===== config.mk =====
export PLATFORM = sky130hd
export DESIGN_NAME = ee354_project_tick_ctrl_flat
export DESIGN_NICKNAME = d
export VERILOG_FILES = /design/src/rtl/ee354_project_tick_ctrl_if.sv /design/src/rtl/ee354_project_tick_ctrl.sv /design/src/flat_wrapper.sv
export SDC_FILE = /design/constraint.sdc
export NUM_CORES = 1
export LEC_CHECK = 0
export BUFFER_PORTS_ARGS = -buffer_cell sky130_fd_sc_hd__buf_2
export CAP_MARGIN = 20
export CORE_UTILIZATION = 30
export CTS_CLUSTER_DIAMETER = 40
export DETAILED_ROUTE_END_ITERATION = 7
export PLACE_DENSITY = 0.51
export SKIP_CTS_REPAIR_TIMING = 1
export SLEW_MARGIN = 20
export SYNTH_ARGS = -nofsm -noshare
export SYNTH_HDL_FRONTEND = slang
export SYNTH_SLANG_ARGS = --single-unit

===== constraint.sdc =====
create_clock -name Clk -period 10.95 [get_ports Clk]
set_clock_uncertainty 0.2 [all_clocks]
set_input_delay 2.7375 -clock Clk [delete_from_list [all_inputs] [get_ports Clk]]
set_output_delay 2.7375 -clock Clk [all_outputs]
set_load 0.05 [all_outputs]

===== src/rtl/ee354_project_tick_ctrl_if.sv =====
// ---------------------------------------------------------------------------
// ee354_project_tick_ctrl_if
// Handshake bundle between the tick controller and its neighbours.
//   master : debouncers / state machine / length / apple side
//   slave  : the tick controller itself
// Inputs to the controller:
//   q_Run       state machine is in Run
//   Dir_Valid   one-cycle direction press strobe
//   Dir_In      direction of the press (00 up, 01 down, 10 left, 11 right)
//   Length      current snake length
//   Move_Done   length module finished the move/collision update
//   New_Apple   apple eaten on this move
//   Apple_Done  apple generator placed the new apple
// Outputs from the controller:
//   Move_Req    one-cycle move request
//   Move_Dirn   direction for the move
//   Apple_Req   one-cycle apple regeneration request
//   Tick_Busy   controller is not idle
//   Q_Count     queued directions (0..2)
//   Drop        one-cycle pulse when a press is rejected
// ---------------------------------------------------------------------------
interface ee354_project_tick_ctrl_if;
    localparam int unsigned DIR_W  = 2;
    localparam int unsigned LEN_W  = 8;
    localparam int unsigned QCNT_W = 2;

    logic              q_Run;
    logic              Dir_Valid;
    logic [DIR_W-1:0]  Dir_In;
    logic [LEN_W-1:0]  Length;
    logic              Move_Done;
    logic              New_Apple;
    logic              Apple_Done;

    logic              Move_Req;
    logic [DIR_W-1:0]  Move_Dirn;
    logic              Apple_Req;
    logic              Tick_Busy;
    logic [QCNT_W-1:0] Q_Count;
    logic              Drop;

    modport master (
        output q_Run, Dir_Valid, Dir_In, Length, Move_Done, New_Apple, Apple_Done,
        input  Move_Req, Move_Dirn, Apple_Req, Tick_Busy, Q_Count, Drop
    );

    modport slave (
        input  q_Run, Dir_Valid, Dir_In, Length, Move_Done, New_Apple, Apple_Done,
        output Move_Req, Move_Dirn, Apple_Req, Tick_Busy, Q_Count, Drop
    );
endinterface


===== src/rtl/ee354_project_tick_ctrl.sv =====
// ---------------------------------------------------------------------------
// ee354_project_tick_ctrl
// Move scheduler for the snake datapath. Generates a game tick whose period
// shrinks as the snake grows, buffers direction presses in a 2-entry queue
// that rejects repeats/reversals, and sequences one move (length module)
// followed by an optional apple regeneration (apple generator) per tick.
// Ports:
//   Clk    system clock
//   Reset  synchronous, active-high reset
//   bus    ee354_project_tick_ctrl_if.slave (see interface for signal list)
// ---------------------------------------------------------------------------
module ee354_project_tick_ctrl #(
    parameter int unsigned TICK_BASE = 25000000,
    parameter int unsigned TICK_STEP = 500000,
    parameter int unsigned TICK_MIN  = 5000000,   // must not exceed TICK_BASE
    parameter logic [1:0]  INIT_DIRN = 2'b11
) (
    input  logic                      Clk,
    input  logic                      Reset,
    ee354_project_tick_ctrl_if.slave  bus
);
    localparam int unsigned CNT_W  = 32;
    localparam int unsigned DIR_W  = 2;
    localparam int unsigned LEN_W  = 8;
    localparam int unsigned QCNT_W = 2;

    typedef enum logic [1:0] {
        IDLE  = 2'd0,
        MOVE  = 2'd1,
        CHECK = 2'd2,
        APPLE = 2'd3
    } state_t;

    state_t              state_q;
    logic [CNT_W-1:0]    cnt_q;
    logic                run_q;
    logic [DIR_W-1:0]    cur_dirn_q;
    logic [DIR_W-1:0]    q0_q;          // queue head
    logic [DIR_W-1:0]    q1_q;
    logic [QCNT_W-1:0]   qcnt_q;
    logic                move_req_q;
    logic [DIR_W-1:0]    move_dirn_q;
    logic                apple_req_q;
    logic                tick_busy_q;
    logic                drop_q;

    // Tick period from snake length, clamped to the floor before subtracting.
    logic [LEN_W-1:0]    len_excess;
    logic [CNT_W-1:0]    step_red;
    logic [CNT_W-1:0]    period;

    always_comb begin
        len_excess = '0;
        step_red   = '0;
        period     = CNT_W'(TICK_BASE);
        if (bus.Length > LEN_W'(3)) begin
            len_excess = bus.Length - LEN_W'(3);
        end
        step_red = CNT_W'(len_excess) * CNT_W'(TICK_STEP);
        if (step_red >= CNT_W'(TICK_BASE - TICK_MIN)) begin
            period = CNT_W'(TICK_MIN);
        end else begin
            period = CNT_W'(TICK_BASE) - step_red;
        end
    end

    // Counter value seen this cycle: a q_Run rising cycle acts as a load of
    // the period plus its first decrement, so Move_Req lands P cycles later.
    logic                run_rise;
    logic [CNT_W-1:0]    cnt_cur;

    always_comb begin
        run_rise = bus.q_Run && !run_q;
        cnt_cur  = run_rise ? period : cnt_q;
    end

    // Direction queue: pop (on the Move_Req cycle) is applied before the push,
    // and the push is judged against the post-pop tail / current direction.
    logic                pop_now;
    logic                push_now;
    logic                push_rej;
    logic                push_ok;
    logic [DIR_W-1:0]    cur_pop;
    logic [DIR_W-1:0]    q0_pop;
    logic [DIR_W-1:0]    q1_pop;
    logic [QCNT_W-1:0]   qcnt_pop;
    logic [DIR_W-1:0]    ref_dirn;
    logic [DIR_W-1:0]    q0_d;
    logic [DIR_W-1:0]    q1_d;
    logic [QCNT_W-1:0]   qcnt_d;
    logic [DIR_W-1:0]    cur_dirn_d;
    logic [DIR_W-1:0]    peek_dirn;

    always_comb begin
        pop_now  = (state_q == MOVE) && move_req_q;
        cur_pop  = cur_dirn_q;
        q0_pop   = q0_q;
        q1_pop   = q1_q;
        qcnt_pop = qcnt_q;
        if (pop_now && (qcnt_q != QCNT_W'(0))) begin
            cur_pop  = q0_q;
            q0_pop   = q1_q;
            qcnt_pop = qcnt_q - QCNT_W'(1);
        end

        case (qcnt_pop)
            QCNT_W'(0): ref_dirn = cur_pop;
            QCNT_W'(1): ref_dirn = q0_pop;
            default:    ref_dirn = q1_pop;
        endcase

        // Matching the axis bit of the reference covers repeat and reversal.
        push_now = bus.Dir_Valid && bus.q_Run;
        push_rej = push_now &&
                   ((bus.Dir_In[1] == ref_dirn[1]) || (qcnt_pop == QCNT_W'(2)));
        push_ok  = push_now && !push_rej;

        q0_d       = q0_pop;
        q1_d       = q1_pop;
        qcnt_d     = qcnt_pop;
        cur_dirn_d = cur_pop;
        if (push_ok) begin
            if (qcnt_pop == QCNT_W'(0)) begin
                q0_d = bus.Dir_In;
            end else begin
                q1_d = bus.Dir_In;
            end
            qcnt_d = qcnt_pop + QCNT_W'(1);
        end

        // Direction the upcoming pop will produce; loaded into Move_Dirn with
        // Move_Req so the move direction is valid from the request onward.
        peek_dirn = (qcnt_d != QCNT_W'(0)) ? q0_d : cur_dirn_d;
    end

    // Tick/move/apple sequencer with registered outputs.
    always_ff @(posedge Clk) begin
        if (Reset) begin
            state_q     <= IDLE;
            cnt_q       <= '0;
            run_q       <= 1'b0;
            cur_dirn_q  <= INIT_DIRN;
            q0_q        <= '0;
            q1_q        <= '0;
            qcnt_q      <= '0;
            move_req_q  <= 1'b0;
            move_dirn_q <= INIT_DIRN;
            apple_req_q <= 1'b0;
            tick_busy_q <= 1'b0;
            drop_q      <= 1'b0;
        end else begin
            run_q       <= bus.q_Run;
            move_req_q  <= 1'b0;
            apple_req_q <= 1'b0;
            drop_q      <= push_rej;
            q0_q        <= q0_d;
            q1_q        <= q1_d;
            qcnt_q      <= qcnt_d;
            cur_dirn_q  <= cur_dirn_d;

            if (!bus.q_Run) begin
                // Leaving Run: abandon the tick, flush presses, hold the counter.
                state_q     <= IDLE;
                tick_busy_q <= 1'b0;
                qcnt_q      <= '0;
                cur_dirn_q  <= INIT_DIRN;
            end else begin
                case (state_q)
                    IDLE: begin
                        if (cnt_cur <= CNT_W'(1)) begin
                            state_q     <= MOVE;
                            cnt_q       <= '0;
                            move_req_q  <= 1'b1;
                            tick_busy_q <= 1'b1;
                            move_dirn_q <= peek_dirn;
                        end else begin
                            cnt_q <= cnt_cur - CNT_W'(1);
                        end
                    end
                    MOVE: begin
                        if (pop_now) begin
                            move_dirn_q <= cur_dirn_d;
                        end
                        if (bus.Move_Done) begin
                            state_q <= CHECK;
                        end
                    end
                    CHECK: begin
                        if (bus.New_Apple) begin
                            state_q     <= APPLE;
                            apple_req_q <= 1'b1;
                        end else begin
                            state_q     <= IDLE;
                            tick_busy_q <= 1'b0;
                            cnt_q       <= period;
                        end
                    end
                    APPLE: begin
                        if (bus.Apple_Done) begin
                            state_q     <= IDLE;
                            tick_busy_q <= 1'b0;
                            cnt_q       <= period;
                        end
                    end
                    default: begin
                        state_q     <= IDLE;
                        tick_busy_q <= 1'b0;
                        cnt_q       <= period;
                    end
                endcase
            end
        end
    end

    assign bus.Move_Req  = move_req_q;
    assign bus.Move_Dirn = move_dirn_q;
    assign bus.Apple_Req = apple_req_q;
    assign bus.Tick_Busy = tick_busy_q;
    assign bus.Q_Count   = qcnt_q;
    assign bus.Drop      = drop_q;
endmodule


===== src/flat_wrapper.sv =====
// flat-port wrapper written by rule: the top's interface ports become plain ports
module ee354_project_tick_ctrl_flat 
#(
    parameter int unsigned TICK_BASE = 25000000,
    parameter int unsigned TICK_STEP = 500000,
    parameter int unsigned TICK_MIN  = 5000000,                               
    parameter logic [1:0]  INIT_DIRN = 2'b11
)
  (Clk, Reset, bus_q_Run, bus_Dir_Valid, bus_Dir_In, bus_Length, bus_Move_Done, bus_New_Apple, bus_Apple_Done, bus_Move_Req, bus_Move_Dirn, bus_Apple_Req, bus_Tick_Busy, bus_Q_Count, bus_Drop);
  ee354_project_tick_ctrl_if bus_i ();
  input  logic Clk;
  input  logic Reset;
  input wire logic [$bits(bus_i.q_Run)-1:0] bus_q_Run;
  input wire logic [$bits(bus_i.Dir_Valid)-1:0] bus_Dir_Valid;
  input wire logic [$bits(bus_i.Dir_In)-1:0] bus_Dir_In;
  input wire logic [$bits(bus_i.Length)-1:0] bus_Length;
  input wire logic [$bits(bus_i.Move_Done)-1:0] bus_Move_Done;
  input wire logic [$bits(bus_i.New_Apple)-1:0] bus_New_Apple;
  input wire logic [$bits(bus_i.Apple_Done)-1:0] bus_Apple_Done;
  output wire logic [$bits(bus_i.Move_Req)-1:0] bus_Move_Req;
  output wire logic [$bits(bus_i.Move_Dirn)-1:0] bus_Move_Dirn;
  output wire logic [$bits(bus_i.Apple_Req)-1:0] bus_Apple_Req;
  output wire logic [$bits(bus_i.Tick_Busy)-1:0] bus_Tick_Busy;
  output wire logic [$bits(bus_i.Q_Count)-1:0] bus_Q_Count;
  output wire logic [$bits(bus_i.Drop)-1:0] bus_Drop;
  assign bus_i.q_Run = bus_q_Run;
  assign bus_i.Dir_Valid = bus_Dir_Valid;
  assign bus_i.Dir_In = bus_Dir_In;
  assign bus_i.Length = bus_Length;
  assign bus_i.Move_Done = bus_Move_Done;
  assign bus_i.New_Apple = bus_New_Apple;
  assign bus_i.Apple_Done = bus_Apple_Done;
  assign bus_Move_Req = bus_i.Move_Req;
  assign bus_Move_Dirn = bus_i.Move_Dirn;
  assign bus_Apple_Req = bus_i.Apple_Req;
  assign bus_Tick_Busy = bus_i.Tick_Busy;
  assign bus_Q_Count = bus_i.Q_Count;
  assign bus_Drop = bus_i.Drop;
  ee354_project_tick_ctrl #(.TICK_BASE(TICK_BASE), .TICK_STEP(TICK_STEP), .TICK_MIN(TICK_MIN), .INIT_DIRN(INIT_DIRN)) u_core (.Clk(Clk), .Reset(Reset), .bus(bus_i));
endmodule

==> flow_metrics.py <==
metrics = {
    "power_and_ir_drop": {
        "power.sequential.fraction_pct": 10.1,
        "leakagePower_nw": 2.778,
        "internal_power_w": 0.0009064,
        "clock_power_share_pct": 9.2,
        "p_switching_w": 0.001174,
        "switching_fraction_pct": 56.42,
        "max-vdd-ir-drop_mv": 0.1502,
        "power_density_nw_per_um2": 297.5,
        "pwr-share-comb_pct": 80.7,
    },
    "sta": {
        "report.final.slew_viol_count": 0,
        "sum_of_negative_setup_slack_ps": 0,
        "hold-worst-slack_ps": 262.4,
        "period_share_pct": 93.12,
        "finalHoldViolations": 0,
        "grt_setup_unrepaired": "false",
        "postLayoutSetupSlackWorst_ps": 753.6,
        "setup-violations-final": 0,
        "max_slew.worst_pin.slew_ps": 940.6,
        "timing.max_slew.rel_slack_pct": 37.06,
        "post-route-min-period_ps": 10200,
        "fmax_ghz": 0.09807,
    },
    "logic_synthesis": {
        "post_synth_main_area_contributors": "dfxtp_1 15%, ha_1 12%, fa_1 5.3%, nor2_1 5.1%, xnor2_1 4.8%",
        "mappedNetlistNets": 927,
        "synth.yosys.warnings": 0,
        "syn-cell-area_um2": 6424,
        "synthFlopType": "dfxtp_1",
        "post-synth-top-area-fraction_pct": 15.27,
        "synthCells": 830,
        "syn_avg_cell_area_um2": 7.739,
        "yosys.cell_count.top_type": "nor2_1",
        "synth-edff-count": 0,
        "post-synth-top-area-cell": "dfxtp_1",
        "portion_of_the_post_synthesis_area_used_by_sequential_elements_pct": 15.27,
        "synth_async_sr_flop_share_pct": 0,
        "ys_seq_elements": 49,
        "netlist_top_cells_count": "87 x nor2_1, 78 x nand2_1, 63 x ha_1",
        "synthDistinctLibCells": 86,
    },
    "clocking": {
        "clk_slew_on_worst_s_h_paths_ps": 80,
        "cts_tree": "built",
        "skew_pair_late_insertion_delay_ps": 310,
        "htree_num_levels": 2,
        "max-clock-path-buffers": 2,
        "clk_root_buffer_cell": "clkbuf_16",
        "clock_sinks": 49,
        "tritoncts.num_buffers": 5,
    },
    "setup_path": {
        "reg2reg_setup_slack_ps": 6410,
        "critical_path.n_buffers_inverters": 5,
        "rr_endpoint": "u_core.bus.Move_Dirn[0]$_SDFFE_PP1P_",
        "worstPathArrival_ps": 10220,
        "slowest_stage": "a21oi_1",
        "path_delay_family": "compound AO/OA/AOI/OAI gates",
        "setup.worst_path.end_class": "flip-flop",
        "worst-path-max-fanout": 12,
        "worst_r2r_startpoint": "u_core.state_q[0]$_SDFFE_PP0P_",
        "criticalPathCategory": "primary input to flip-flop",
        "cp_data_required_time_ps": 10970,
        "worst_reg_to_reg_path_cell_count": 15,
        "cp_common_cell": "fa_1",
        "crit_path_start_kind": "primary input",
        "crit_path_max_incr_delay_ps": 710,
    },
    "placement": {
        "place_congestion": 0.8793,
        "dp_hpwl_mm": 14.16,
        "dp_worst_setup_slack_ps": 499.9,
        "numPortBuffers": 24,
    },
    "routing": {
        "antenna_left": 0,
        "wire_length_per_cell_after_detailed_routing_um": 16.63,
        "drt-pass1-iter-count": 8,
        "routed_wirelength_mm": 18.50,
        "route.detailed.drc": 3,
        "dr_vias": 6291,
        "drt_first_iter_violations": 555,
        "vias_per_cell": 5.657,
    },
    "floorplan": {
        "num_rows": 53,
        "ios": 25,
        "dieWidth_um": 148.3,
        "area_of_the_die_um2": 22000,
        "die_height_um": 148.3,
        "effective_utilization_at_floorplan_pct": 30.56,
        "coreArea_um2": 21020,
    },
    "layout": {
        "seq_area_um2": 980.9,
        "finalCoreUtilization_pct": 33.25,
        "fraction_of_final_layout_cells_sized_beyond_drive_strength_1_pct": 10.63,
        "area_of_combinational_cells_with_multiple_inputs_um2": 5110,
        "nets_final": 933,
        "area_growth_syn_to_layout_pct": 8.823,
        "fillCellCount": 2238,
        "antenna-diode-count": 0,
    },
    "outcome": {
        "outcome": "complete, but fails checks",
        "violated_checks": "DRC",
    },
    "global_routing": {
        "grt_overflow": 0,
        "grt_first_pass_wirelength_mm": 30.36,
        "antenna_found_initial": 0,
        "grt_max_degree": 44,
        "grt_pass1_vias": 5749,
        "groute.usage.overall_pct": 17.07,
    },
    "worst_hold_path": {
        "hold_path_startpoint": "u_core.cur_dirn_q[0]$_SDFF_PP1_",
        "holdPathEnd": "u_core.cur_dirn_q[0]$_SDFF_PP1_",
        "timing.hold.worst_path_depth": 2,
        "type_of_the_worst_min_delay_path": "flip-flop to flip-flop",
    },
    "run": {
        "max-cap-violations": 0,
    },
}
==> cells in the final DEF (no fill, tap or decap), drive strengths merged, types with 9 or more instances in the layout <==
cell,count
nor2,88
nand2,79
ha,63
dfxtp,49
nor3,48
o21ai,48
inv,41
a21oi,39
buf,38
xnor2,36
xor2,18
fa,17
nand3,16
a31oi,16
a211oi,16
mux2i,13
a221oi,13
and2,12
o211ai,12
or3,11
nor4,11
o21a,9
nand4,9
==> per-layer routing <==
metal	GRT usage, %	vias up	share of wire, %
li1	-	3086	-
met1	25.35	2985	50
met2	26.08	202	43
met3	1.779	18	5.1
met4	4.072	0	1.6
met5	0	-	0
==> worst max path at each step <==
stage	start	end	slack, ps	cells past startpoint
6_report	bus_Length[0]	u_core.cnt_q[8]$_SDFFE_PP0P_	750	25
5_1_grt	bus_Length[5]	u_core.cnt_q[8]$_SDFFE_PP0P_	220	25
4_1_cts	bus_Length[0]	u_core.cnt_q[8]$_SDFFE_PP0P_	810	25
3_5_place_dp	bus_Length[0]	u_core.cnt_q[8]$_SDFFE_PP0P_	500	25
3_3_place_gp	bus_Length[1]	u_core.cnt_q[25]$_SDFFE_PP0P_	610	23
2_1_floorplan	bus_Length[5]	u_core.cnt_q[12]$_SDFFE_PP0P_	1990	23
==> worst min-delay path, delay by kind of cell (launching register included) <==
family / cells / cell delay [ps]
simple gates: 1 / 60
flops: 1 / 310
mux: 1 / 70
==> stage by stage <==
step,total power [W],cells,instance area (um2)
CTS,0.002059,1112,6990
finish,0.002080,1112,6990
detailed placement,0.001859,1104,6814
floorplan,0.001480,830,6424
global route,0.002266,1112,6990
global placement,0.001868,1104,6814
==> sequential cells by signal (all words and copies together) (netlist names) <==
register and cells:
u_core.bus.Q_Count 2, u_core.bus.Tick_Busy 1, u_core.bus.Move_Req 1, u_core.bus.Drop 1, u_core.q1_pop 2, u_core.cur_dirn_q 2
u_core.cnt_q 32, u_core.bus.Apple_Req 1, u_core.state_q 2, u_core.run_q 1, u_core.bus.Move_Dirn 2, u_core.q0_q 2
==> power by group through the flow <==
stage | Combinational [W] | Clock [W] | Sequential [W]
CTS | 0.00165 | 0.000195 | 0.000210
floorplan | 0.00127 | 0 | 0.000210
global route | 0.00185 | 0.000203 | 0.000213
finish | 0.00168 | 0.000191 | 0.000210
global placement | 0.00165 | 0 | 0.000214
detailed placement | 0.00164 | 0 | 0.000214
==> cells by family after synthesis <==
kind of cell	share of synthesized area [%]
AND/OR/NAND/NOR	25.73
AO/OA/AOI/OAI	26.47
adder cells (fa/ha/maj)	17.57
flip-flops	15.27
buffers and inverters	5.278
multiplexers	2.201
XOR/XNOR	7.480
==> layout make-up <==
type / count / area share, %
Inverter: 41 / 2.202
Multi-Input combinational cell: 701 / 73.10
Sequential cell: 49 / 14.03
Tap cell: 275 / 4.922
Timing Repair Buffer: 38 / 3.222
Clock inverter: 2 / 0.5370
Clock buffer: 6 / 1.987
Power figures use the tool's default switching activity.
